===== src/rtl/router_input_fifo_if.sv =====
// router_input_fifo_if
//   Bundles the write-side (upstream link), read-side (allocator/crossbar)
//   and status signals of one router input buffer.
//   Ports/signals:
//     valid_in, flit_in      upstream flit and its valid strobe
//     read_en                downstream pop request
//     credit_out             one-cycle credit return pulse to upstream
//     empty, full            occupancy status (empty feeds LBDR)
//     flit_out, flit_id,
//     dst_addr, src_addr     head flit and its decoded fields
//     overflow_err,
//     frame_err              sticky error flags
//   Modports:
//     slave  - the FIFO itself
//     master - whatever drives the FIFO (router glue or testbench)
interface router_input_fifo_if #(
  parameter int DATA_WIDTH = 32
);
  logic                  valid_in;
  logic [DATA_WIDTH-1:0] flit_in;
  logic                  read_en;
  logic                  credit_out;
  logic                  empty;
  logic                  full;
  logic [DATA_WIDTH-1:0] flit_out;
  logic [2:0]            flit_id;
  logic [3:0]            dst_addr;
  logic [3:0]            src_addr;
  logic                  overflow_err;
  logic                  frame_err;

  modport slave (
    input  valid_in, flit_in, read_en,
    output credit_out, empty, full, flit_out, flit_id, dst_addr, src_addr,
           overflow_err, frame_err
  );

  modport master (
    output valid_in, flit_in, read_en,
    input  credit_out, empty, full, flit_out, flit_id, dst_addr, src_addr,
           overflow_err, frame_err
  );
endinterface


===== src/rtl/router_input_fifo.sv =====
// router_input_fifo
//   Input buffer for one router port. Stores flits arriving under
//   credit-based flow control in a circular FIFO, exposes the head flit with
//   decoded flit_id / dst_addr / src_addr, returns one credit per popped
//   flit, and checks HEADER/BODY/TAIL ordering on the write side.
//   Ports:
//     clk  - clock, all state updates on the rising edge
//     rst  - asynchronous active-high reset
//     bus  - router_input_fifo_if.slave (handshake, head flit, status, errors)
//   Parameters:
//     DATA_WIDTH - flit width in bits (flit_id lives in the top 3 bits)
//     DEPTH      - number of slots, power of two, >= 2
module router_input_fifo #(
  parameter int DATA_WIDTH = 32,
  parameter int DEPTH      = 4
) (
  input logic               clk,
  input logic               rst,
  router_input_fifo_if.slave bus
);

  localparam int PTR_W = $clog2(DEPTH);
  localparam int CNT_W = PTR_W + 1;

  localparam logic [2:0] ID_HEADER = 3'b001;
  localparam logic [2:0] ID_BODY   = 3'b010;
  localparam logic [2:0] ID_TAIL   = 3'b100;

  typedef enum logic {
    ST_IDLE,
    ST_IN_PKT
  } frame_state_t;

  logic [DATA_WIDTH-1:0] mem [DEPTH];

  logic [PTR_W-1:0] rd_ptr_reg;
  logic [PTR_W-1:0] wr_ptr_reg;
  logic [CNT_W-1:0] count_reg;
  logic             credit_reg;
  logic             overflow_err_reg;
  logic             frame_err_reg;
  frame_state_t     state_reg;
  frame_state_t     state_next;

  logic       empty;
  logic       full;
  logic       rd_accept;
  logic       wr_accept;
  logic       frame_bad;
  logic [2:0] in_id;

  assign empty = (count_reg == '0);
  assign full  = (count_reg == CNT_W'(DEPTH));
  assign in_id = bus.flit_in[DATA_WIDTH-1 -: 3];

  // A pop only counts when there is something to pop; read_en on an empty
  // buffer is silently ignored.
  assign rd_accept = bus.read_en && !empty;

  // Framing FSM: only flits that reach a non-full buffer are examined. A
  // flit arriving while full is an overflow and never touches the framing
  // state, even if a pop frees a slot on the same edge.
  always_comb begin
    state_next = state_reg;
    wr_accept  = 1'b0;
    frame_bad  = 1'b0;
    if (bus.valid_in && !full) begin
      unique case (state_reg)
        ST_IDLE: begin
          if (in_id == ID_HEADER) begin
            wr_accept  = 1'b1;
            state_next = ST_IN_PKT;
          end else begin
            frame_bad = 1'b1;
          end
        end
        ST_IN_PKT: begin
          if (in_id == ID_BODY) begin
            wr_accept = 1'b1;
          end else if (in_id == ID_TAIL) begin
            wr_accept  = 1'b1;
            state_next = ST_IDLE;
          end else begin
            frame_bad = 1'b1;
          end
        end
        default: begin
          state_next = ST_IDLE;
        end
      endcase
    end
  end

  always_ff @(posedge clk or posedge rst) begin
    if (rst) begin
      state_reg <= ST_IDLE;
    end else begin
      state_reg <= state_next;
    end
  end

  // Storage is deliberately left out of reset.
  always_ff @(posedge clk) begin
    if (wr_accept) begin
      mem[wr_ptr_reg] <= bus.flit_in;
    end
  end

  always_ff @(posedge clk or posedge rst) begin
    if (rst) begin
      rd_ptr_reg       <= '0;
      wr_ptr_reg       <= '0;
      count_reg        <= '0;
      credit_reg       <= 1'b0;
      overflow_err_reg <= 1'b0;
      frame_err_reg    <= 1'b0;
    end else begin
      if (wr_accept) begin
        wr_ptr_reg <= wr_ptr_reg + PTR_W'(1);
      end
      if (rd_accept) begin
        rd_ptr_reg <= rd_ptr_reg + PTR_W'(1);
      end
      // Simultaneous accepted push and pop leave the occupancy unchanged.
      unique case ({wr_accept, rd_accept})
        2'b10:   count_reg <= count_reg + CNT_W'(1);
        2'b01:   count_reg <= count_reg - CNT_W'(1);
        default: count_reg <= count_reg;
      endcase
      credit_reg <= rd_accept;
      if (bus.valid_in && full) begin
        overflow_err_reg <= 1'b1;
      end
      if (frame_bad) begin
        frame_err_reg <= 1'b1;
      end
    end
  end

  // Head flit is read combinationally so a flit written at edge N is
  // visible to LBDR before edge N+1.
  assign bus.flit_out     = mem[rd_ptr_reg];
  assign bus.flit_id      = bus.flit_out[DATA_WIDTH-1 -: 3];
  assign bus.dst_addr     = bus.flit_out[3:0];
  assign bus.src_addr     = bus.flit_out[7:4];
  assign bus.empty        = empty;
  assign bus.full         = full;
  assign bus.credit_out   = credit_reg;
  assign bus.overflow_err = overflow_err_reg;
  assign bus.frame_err    = frame_err_reg;

endmodule


===== src/flat_wrapper.sv =====
// flat-port wrapper written by rule: the top's interface ports become plain ports
module router_input_fifo_flat 
#(
  parameter int DATA_WIDTH = 32,
  parameter int DEPTH      = 4
)
  (clk, rst, bus_valid_in, bus_flit_in, bus_read_en, bus_credit_out, bus_empty, bus_full, bus_flit_out, bus_flit_id, bus_dst_addr, bus_src_addr, bus_overflow_err, bus_frame_err);
  router_input_fifo_if #(.DATA_WIDTH(DATA_WIDTH)) bus_i ();
  input logic clk;
  input logic rst;
  input wire logic [$bits(bus_i.valid_in)-1:0] bus_valid_in;
  input wire logic [$bits(bus_i.flit_in)-1:0] bus_flit_in;
  input wire logic [$bits(bus_i.read_en)-1:0] bus_read_en;
  output wire logic [$bits(bus_i.credit_out)-1:0] bus_credit_out;
  output wire logic [$bits(bus_i.empty)-1:0] bus_empty;
  output wire logic [$bits(bus_i.full)-1:0] bus_full;
  output wire logic [$bits(bus_i.flit_out)-1:0] bus_flit_out;
  output wire logic [$bits(bus_i.flit_id)-1:0] bus_flit_id;
  output wire logic [$bits(bus_i.dst_addr)-1:0] bus_dst_addr;
  output wire logic [$bits(bus_i.src_addr)-1:0] bus_src_addr;
  output wire logic [$bits(bus_i.overflow_err)-1:0] bus_overflow_err;
  output wire logic [$bits(bus_i.frame_err)-1:0] bus_frame_err;
  assign bus_i.valid_in = bus_valid_in;
  assign bus_i.flit_in = bus_flit_in;
  assign bus_i.read_en = bus_read_en;
  assign bus_credit_out = bus_i.credit_out;
  assign bus_empty = bus_i.empty;
  assign bus_full = bus_i.full;
  assign bus_flit_out = bus_i.flit_out;
  assign bus_flit_id = bus_i.flit_id;
  assign bus_dst_addr = bus_i.dst_addr;
  assign bus_src_addr = bus_i.src_addr;
  assign bus_overflow_err = bus_i.overflow_err;
  assign bus_frame_err = bus_i.frame_err;
  router_input_fifo #(.DATA_WIDTH(DATA_WIDTH), .DEPTH(DEPTH)) u_core (.clk(clk), .rst(rst), .bus(bus_i));
endmodule

===== config.mk =====
export PLATFORM = sky130hd
export DESIGN_NAME = router_input_fifo_flat
export DESIGN_NICKNAME = d
export VERILOG_FILES = /design/src/rtl/router_input_fifo_if.sv /design/src/rtl/router_input_fifo.sv /design/src/flat_wrapper.sv
export SDC_FILE = /design/constraint.sdc
export NUM_CORES = 1
export LEC_CHECK = 0
export CAP_MARGIN = 20
export CORE_UTILIZATION = 60
export CTS_BUF_LIST = sky130_fd_sc_hd__clkbuf_4 sky130_fd_sc_hd__clkbuf_8
export DETAILED_ROUTE_END_ITERATION = 6
export HOLD_SLACK_MARGIN = 0.06
export PLACE_DENSITY = 0.88
export SLEW_MARGIN = 10
export SYNTH_ARGS = -nofsm -noshare
export SYNTH_HDL_FRONTEND = slang
export SYNTH_SLANG_ARGS = --single-unit

===== constraint.sdc =====
create_clock -name clk -period 3.99 [get_ports clk]
set_input_delay 0.798 -clock clk [delete_from_list [all_inputs] [get_ports clk]]
set_output_delay 0.798 -clock clk [all_outputs]
set_load 0.1 [all_outputs]

==> flow_summary.ini <==
[clock_tree]
cts.sink_count = 139
tritoncts.num_buffers = 17
cts_resized = 0
cts_max_path_buffers = 2
clk_latency_ns = 0.42
cts_root_buffer = sky130_fd_sc_hd__clkbuf_8
cts_h_tree_depth = 4
clkTransAtPathRegs_ns = 0.07
postCtsSetupBuffers = 0
cts_tree = built
hold_fix_buffer_count_after_cts = 0

[timing]
slew_viol_final = 0
final.setup.tns_ns = 0
final-hold-violation-count = 0
grt_setup_unrepaired = false
max_slew_margin = 0.350
maxClockFrequency_mhz = 328
worst_pin_slew_ns = 0.972
layout_min_cycle_time_ns = 3.05
finClkSkew_ns = 0.0142
timing.final.setup_violations = 0
fin_crit_sh = 0.764

[worst_setup_path]
cp_cell_sequence = nor3_1 > clkdlybuf4s50_1
critical_path.endpoint_type = output pin
critical_path.n_buffers_inverters = 1
crit_fanout = 5
critical_path.startpoint_type = flip-flop
critical-path-top-delay-family = buffers and inverters
worstPathArrival_ns = 2.25
critical_path_required_ns = 3.19
crit_path_max_incr_delay_ns = 1.16
critPathKind = flip-flop to output pin
timing.reg2reg.setup_slack_ns = 1.56
timing.critical_path.slowest_stage_cell = sky130_fd_sc_hd__clkdlybuf4s50_1

[cells_and_area]
area_delta_synth_final_pct = 22.6
fillers = 479
commonest_cells_after_routing_fill_and_taps_aside = 128 x sky130_fd_sc_hd__edfxtp_1, 48 x sky130_fd_sc_hd__buf_4, 39 x sky130_fd_sc_hd__clkdlybuf4s50_1, 32 x sky130_fd_sc_hd__mux4_2, 17 x sky130_fd_sc_hd__clkbuf_8
multi_input_area_mm2 = 0.00107
finalNetCount = 363
most_frequent_standard_cell_in_the_layout_excluding_fill_and_tap_cells = sky130_fd_sc_hd__edfxtp_1
largest_register_ff_count = 128
drive_above_1_share = 0.371
area.sequential_mm2 = 0.00412
antenna-diode-count = 0

[synthesis]
synth_seq_cells = 139
synth_instances = 232
area_contributors_post_synth = sky130_fd_sc_hd__edfxtp_1 72%, sky130_fd_sc_hd__mux4_2 14%, sky130_fd_sc_hd__dfrtp_1 5.2%
post_synth_instance_area_mm2 = 0.00534
synth_fp_nets = 274
post-synth-top-area-fraction = 0.720
synth.yosys.warnings = 0
ys_seq_area_frac = 0.772
syn_avg_cell_area_um2 = 23.0
yosys.area.top_type = sky130_fd_sc_hd__edfxtp_1
yosys.cell_types.count = 29

[route]
vias = 2489
routed_wirelength_um = 9450
detail_route.vias_per_cell = 5.63
drtPass1Iterations = 6
first_iter_violations = 175
avgRoutedWirePerCell_um = 21.4
remaining_drc_errors = 0
drtAntennaViolNets = 0

[global_route]
track_usage = 0.220
antenna_violations_before_repair = 0
grt_pass1_wl_um = 13700
grt_pass1_vias = 2558
globalRoute.totalOverflow = 0
grt_max_degree = 34

[floorplan]
die_h_um = 96.3
die_area_mm2 = 0.00928
floorplan.initialDensity = 0.615
placeableCoreArea_mm2 = 0.00868
rows = 34
design.portCount = 84
die_w_um = 96.3

[run_status]
outcome = complete, no violations

[hold_path]
min_path_type = flip-flop to flip-flop

[place]
dpl.hpwl_um = 6000
buffer_ports.inserted = 83
gp_routability_congestion = 0.718

[job]
maxCapViolCount = 0
==> through the flow <==
step,cells,hold slack [ns],setup slack [ns],utilization,cell area [um2]
3_3_place_gp,410,0.438,0.649,0.709,6150
5_1_grt,442,0.508,0.819,0.754,6540
2_1_floorplan,232,0.486,0.663,-,5340
6_report,442,0.456,0.941,0.754,6540
4_1_cts,442,0.461,0.897,0.754,6540
3_5_place_dp,410,0.448,0.538,0.709,6150
==> routing by layer <==
metal	vias to the layer above	track usage	share of wire
met4	0	0.0846	0.017
met3	15	0.0671	0.051
met1	1274	0.265	0.40
met5	-	0	0
met2	86	0.374	0.53
li1	1114	-	-
==> layout make-up <==
class / instances / area share
clock buffer: 18 / 0.0369
clock inverter: 14 / 0.0233
inverter: 9 / 0.00516
multi-input combinational: 65 / 0.163
sequential: 139 / 0.630
tap: 108 / 0.0207
timing repair buffer: 89 / 0.121
==> cells in the mapped netlist <==
| library cell | n |
|---|---|
| sky130_fd_sc_hd__a21o_1 | 1 |
| sky130_fd_sc_hd__a311oi_4 | 1 |
| sky130_fd_sc_hd__a41o_2 | 1 |
| sky130_fd_sc_hd__and2_1 | 1 |
| sky130_fd_sc_hd__and2_2 | 3 |
| sky130_fd_sc_hd__buf_2 | 4 |
| sky130_fd_sc_hd__buf_4 | 11 |
| sky130_fd_sc_hd__clkbuf_1 | 4 |
| sky130_fd_sc_hd__dfrtp_1 | 11 |
| sky130_fd_sc_hd__edfxtp_1 | 128 |
| sky130_fd_sc_hd__fa_1 | 1 |
| sky130_fd_sc_hd__ha_1 | 5 |
| sky130_fd_sc_hd__inv_1 | 9 |
| sky130_fd_sc_hd__mux2_4 | 1 |
| sky130_fd_sc_hd__mux2i_1 | 1 |
| sky130_fd_sc_hd__mux4_2 | 32 |
| sky130_fd_sc_hd__nand2_1 | 1 |
| sky130_fd_sc_hd__nand4bb_1 | 1 |
| sky130_fd_sc_hd__nand4bb_2 | 1 |
| sky130_fd_sc_hd__nor2_1 | 2 |
| sky130_fd_sc_hd__nor3_1 | 1 |
| sky130_fd_sc_hd__nor3b_4 | 1 |
| sky130_fd_sc_hd__nor4_1 | 1 |
| sky130_fd_sc_hd__o22a_1 | 1 |
| sky130_fd_sc_hd__o31a_1 | 1 |
| sky130_fd_sc_hd__o41a_2 | 1 |
| sky130_fd_sc_hd__or4b_4 | 1 |
| sky130_fd_sc_hd__xnor2_1 | 3 |
| sky130_fd_sc_hd__xor2_1 | 3 |
==> cell families (layout without fill, tap and decap cells) <==
logic type               Yosys count  in the layout  share of synthesized area
adder cells (fa/ha/maj)            6              6                     0.0155
AND/OR/NAND/NOR                   13             13                     0.0209
multiplexers                      34             34                      0.140
buffers and inverters             28            130                     0.0284
flip-flops                       139            139                      0.772
XOR/XNOR                           6              6                    0.00985
AO/OA/AOI/OAI                      6              6                     0.0141
==> path summary, 6_finish.rpt <==
path	cells past startpoint	endpoint	from
worst min-delay path	1	u_core.bus.overflow_err$_DFFE_PP0P_	u_core.bus.overflow_err$_DFFE_PP0P_
min in group asynchronous	2	u_core.bus.overflow_err$_DFFE_PP0P_	rst
max in group asynchronous	2	u_core.rd_ptr_reg[0]$_DFFE_PP0P_	rst
worst max register to register	9	u_core.count_reg[2]$_DFFE_PP0P_	u_core.state_reg$_DFFE_PP0P_
worst min register to register	1	u_core.bus.overflow_err$_DFFE_PP0P_	u_core.bus.overflow_err$_DFFE_PP0P_
worst max-delay path	2	bus_empty	u_core.count_reg[0]$_DFFE_PP0P_
Power is left out: the tool's default activity adds up to more than one toggle a clock period on the data nets, which glitch-free logic cannot reach.
